## config.mk

```make
export PLATFORM = sky130hd
export DESIGN_NAME = gcd_datapath
export DESIGN_NICKNAME = d
export VERILOG_FILES = /design/src/rtl/gcd_datapath.sv
export SDC_FILE = /design/constraint.sdc
export NUM_CORES = 1
export LEC_CHECK = 0
export CAP_MARGIN = 0
export CORE_ASPECT_RATIO = 2
export CORE_MARGIN = 2
export CORE_UTILIZATION = 46
export DETAILED_ROUTE_END_ITERATION = 16
export GPL_TIMING_DRIVEN = 1
export PLACE_DENSITY_LB_ADDON = 0.25
export SYNTH_ARGS = -nofsm -noshare
export SYNTH_HDL_FRONTEND = slang
export SYNTH_SLANG_ARGS = --single-unit
```

## constraint.sdc

```tcl
create_clock -name clk -period 3 [get_ports clk]
set_clock_uncertainty 0.2 [all_clocks]
set_input_delay 0.6 -clock clk [delete_from_list [all_inputs] [get_ports clk]]
set_output_delay 0.6 -clock clk [all_outputs]
set_load 0.02 [all_outputs]
```

## src/rtl/gcd_datapath.sv

```systemverilog
`default_nettype none
// ============================================================================
// Module      : gcd_datapath
// Description : GCD datapath. X/Y operand registers, one shared subtractor,
//               a comparator feeding the controller, a result register with
//               a valid/ready handshake, an iteration counter and diagnostic
//               flags.
// Revision    : 1.0  initial release
// ============================================================================
module gcd_datapath #(
  parameter int WIDTH  = 8,
  parameter int ITER_W = 8
) (
  input  logic              clk,
  input  logic              rst,
  input  logic [WIDTH-1:0]  a_in,
  input  logic [WIDTH-1:0]  b_in,
  input  logic              xsel,
  input  logic              xload,
  input  logic              ysel,
  input  logic              yload,
  input  logic              sub_sel,
  input  logic              done,
  output logic              x_eq_y,
  output logic              x_gt_y,
  output logic [WIDTH-1:0]  result,
  output logic [ITER_W-1:0] result_iters,
  output logic              result_valid,
  input  logic              result_ready,
  output logic [ITER_W-1:0] iter_count,
  output logic              iter_sat,
  output logic              err_zero,
  output logic              overrun
);

  logic [WIDTH-1:0]  x_q, x_d;
  logic [WIDTH-1:0]  y_q, y_d;
  logic [ITER_W-1:0] iter_q, iter_d;
  logic              err_q, err_d;
  logic [WIDTH-1:0]  res_q, res_d;
  logic [ITER_W-1:0] res_it_q, res_it_d;
  logic              valid_q, valid_d;
  logic              ovr_q, ovr_d;

  logic [WIDTH-1:0]  diff;
  logic              x_load_a;
  logic              y_load_b;
  logic              diff_load;
  logic              xfer;

  // Shared subtractor; order chosen by the controller, wraps modulo 2^WIDTH.
  always_comb begin
    diff = sub_sel ? (y_q - x_q) : (x_q - y_q);
  end

  assign x_load_a  = xload & xsel;
  assign y_load_b  = yload & ysel;
  assign diff_load = (xload & ~xsel) | (yload & ~ysel);
  assign xfer      = valid_q & result_ready;

  // Comparator straight off the registers: zero-cycle status to the controller.
  assign x_eq_y = (x_q == y_q);
  assign x_gt_y = (x_q > y_q);

  assign iter_sat     = &iter_q;
  assign iter_count   = iter_q;
  assign err_zero     = err_q;
  assign result       = res_q;
  assign result_iters = res_it_q;
  assign result_valid = valid_q;
  assign overrun      = ovr_q;

  // Next-state logic for operands, counter, flags and result handshake.
  always_comb begin
    x_d      = x_q;
    y_d      = y_q;
    iter_d   = iter_q;
    err_d    = err_q;
    res_d    = res_q;
    res_it_d = res_it_q;
    valid_d  = valid_q;
    ovr_d    = ovr_q;

    // Both registers see the same pre-edge diff when loaded together.
    if (xload) x_d = xsel ? a_in : diff;
    if (yload) y_d = ysel ? b_in : diff;

    // A fresh A load starts a new run; one increment per cycle at most.
    if (x_load_a) begin
      iter_d = '0;
    end else if (diff_load && !iter_sat) begin
      iter_d = iter_q + 1'b1;
    end

    // Zero operand means the subtract loop can never converge.
    if (x_load_a) begin
      err_d = 1'b0;
    end else if (y_load_b && ((b_in == '0) || (x_q == '0))) begin
      err_d = 1'b1;
    end

    // New result wins over a transfer; overwriting unconsumed data is flagged.
    if (done) begin
      res_d    = x_q;
      res_it_d = iter_q;
      valid_d  = 1'b1;
      if (valid_q && !result_ready) ovr_d = 1'b1;
    end else if (xfer) begin
      valid_d = 1'b0;
    end
  end

  // State registers with synchronous active-low reset.
  always_ff @(posedge clk) begin
    if (!rst) begin
      x_q      <= '0;
      y_q      <= '0;
      iter_q   <= '0;
      err_q    <= 1'b0;
      res_q    <= '0;
      res_it_q <= '0;
      valid_q  <= 1'b0;
      ovr_q    <= 1'b0;
    end else begin
      x_q      <= x_d;
      y_q      <= y_d;
      iter_q   <= iter_d;
      err_q    <= err_d;
      res_q    <= res_d;
      res_it_q <= res_it_d;
      valid_q  <= valid_d;
      ovr_q    <= ovr_d;
    end
  end

endmodule
`default_nettype wire

```

==> results.cfg <==
[global_routing]
grt_overflow = 0
grt_antenna_before_repair = 0
grt_max_degree = 20
grt_pass1_vias = 2367
track_usage_pct = 22.9
grt_pass1_wl_mm = 11.0

[synthesis]
ys_types = 44
netlist_area_mm2 = 0.00260
synthFlopType = dfxtp_1
synth-edff-count = 0
netlist_instances = 292
async_flop_share_pct = 0
synth_seq_cells = 43
synth_warnings = 0
syn-num-nets = 337
ys_seq_area_share_pct = 33.2
synth.avg_cell_area_um2 = 8.89

[cts]
cts_tree = yes
postCtsHoldBufs = 0
clock-sinks = 43
clk_path_buf_depth = 2
ctsHtreeMaxLevel = 2
clk_pin_slew_ns = 0.08
cts_root_buf = clkbuf_8
cts_setup_buffers = 0
cts_resized = 1
cts_buffers = 5
insertion_delay_ns = 0.29

[worst_setup_path]
path_max_fanout = 3
path_class = reg -> out
crit_chain = inv_1 -> ha_1 -> fa_1 -> nand3b_1 -> a21oi_1 -> nor2_1 -> a21oi_1 -> clkbuf_2
crit_arrival_ns = 2.03
critPathSlowestCell = fa_1
cp-end-kind = primary output
critical-path-max-stage-delay_ns = 0.38
crit_required_ns = 2.20
path_delay_family = adder cells
critPathMostFrequentCell = a21oi_1
cp-start-kind = register
critPathBufInv = 2

[place]
dp_hpwl_mm = 5.41
io_buffers = 54
place.gp.congestion = 0.852

[drt]
first_iter_violations = 38
ant_nets = 0
wl_per_cell_um = 16.8
dr.pass1.iters = 4
num_vias = 2298
vias_per_cell = 5.58
wl_mm = 6.93
drc = 0

[cells_and_area]
final_common_cell = clkdlybuf4s50_1
n_antenna_cell = 0
fill_cells = 522
area_growth_pct = 27.7
finish.utilization_pct = 61.1
drive_above_1_share_pct = 8.81
fin_nets = 396
final_cell_mix = clkdlybuf4s50_1 (52), dfxtp_1 (43), a21oi_1 (23), nor2b_1 (23), nand2_1 (22)

[sta]
setup_viol = 0
period_share_pct = 94.3
slew_violations = 0
slew_headroom_pct = 62.9
fin_setup_tns_ns = 0
grt_setup_unrepaired = false
hold_violations = 0
tightest_slew_ns = 0.555
period_needed_ns = 2.83
timing.fmax_mhz = 354

[pwr]
pwr_density_cell_mw_per_mm2 = 451
leakage_nw = 1.35
max-vdd-ir-drop_mv = 0.345
finalPower_mw = 1.50

[floorplan]
core-area_mm2 = 0.00542
dieHeight_um = 110
dieArea_mm2 = 0.00630
rows = 38
ioPinCount = 55
die-width_um = 57.1
start_util_pct = 47.9

[outcome]
status = finished clean

[worst_hold_path]
hp-class = reg -> reg

[flow_run]
cap_viol_max_count = 0
Yosys cell counts (2+ instances only):
cell | number | area, um2
mux2_2 | 2 | 22.5
xnor2_1 | 3 | 26.3
clkbuf_1 | 10 | 37.5
fa_1 | 2 | 40.0
o211ai_1 | 8 | 60.1
nor2_1 | 11 | 41.3
buf_6 | 3 | 33.8
ha_1 | 18 | 225
nand2b_1 | 3 | 18.8
o21a_1 | 2 | 15.0
inv_1 | 20 | 75.1
nand4_1 | 6 | 37.5
a41oi_1 | 2 | 17.5
o211a_1 | 4 | 40.0
o221ai_1 | 2 | 17.5
nor2b_1 | 23 | 144
nand3b_1 | 12 | 90.1
o311ai_0 | 2 | 17.5
a31o_2 | 2 | 17.5
a21oi_1 | 23 | 115
nand3_1 | 6 | 30.0
nand2_1 | 22 | 82.6
dfxtp_1 | 43 | 861
or3_1 | 4 | 25.0
nor3b_1 | 4 | 30.0
xor2_1 | 6 | 52.6
o21ai_0 | 4 | 20.0
mux2i_1 | 21 | 210
and2_1 | 2 | 12.5
a31o_1 | 2 | 17.5
nor4_1 | 4 | 25.0
buf_2 | 4 | 20.0
through the flow:
step	setup slack, ns	cells	area [um2]	hold WS [ns]
global placement	0.0706	404	3230	0.255
detailed placement	0.0590	404	3230	0.259
global route	0.0495	412	3310	0.333
CTS	0.0136	412	3310	0.277
floorplan	0.450	292	2600	0.303
finish	0.172	412	3310	0.271
sequential cells by signal, indices dropped and copies added (netlist names):
name          count
y_q               8
overrun           1
err_zero          1
iter_count        8
result_iters      8
result            8
result_valid      1
x_q               8
cells by family (layout without fill, tap and decap cells):
group / Yosys count / in the layout / synth area share, %
AO/OA/AOI/OAI: 59 / 59 / 16.0
multiplexers: 24 / 24 / 9.54
buffers and inverters: 37 / 97 / 6.41
adder cells (fa/ha/maj): 20 / 20 / 10.2
XOR/XNOR: 9 / 9 / 3.04
flip-flops: 43 / 43 / 33.2
AND/OR/NAND/NOR: 100 / 100 / 21.6
metal layers:
metal,vias to the layer above,wire length [um],GRT usage [%]
li1,1144,-,-
met1,1068,2630,22.6
met2,64,3750,43.3
met3,22,240,2.68
met4,0,319,15.3
met5,-,0,0
report_power, final:
group	internal, mW	switching (mW)
combinational	0.227	0.277
sequential	0.606	0.0304
clock	0.164	0.193
area by class of cell:
class,instances,area (um2),share of cell area (%)
tap,60,75.1,2.27
multi-input combinational,212,1570,47.4
timing repair buffer,69,651,19.6
clock buffer,7,76.3,2.30
inverter,20,75.1,2.27
sequential,43,861,26.0
clock inverter,1,5.00,0.151
path summary, 6_finish.rpt:
check | slack, ns | startpoint | cells past startpoint | endpoint
hold / removal | 0.27 | err_zero | 2 | err_zero
hold reg to reg | 0.27 | err_zero | 2 | err_zero
setup reg to reg | 0.74 | x_q[2] | 8 | x_q[3]
setup / recovery | 0.17 | x_q[0] | 8 | x_gt_y
worst min-delay path: stages (launching register included):
cell and delay, ns:
dfxtp_1 0.33, nor2_1 0.05, nor2_1 0.07
Power figures use the tool's default switching activity.
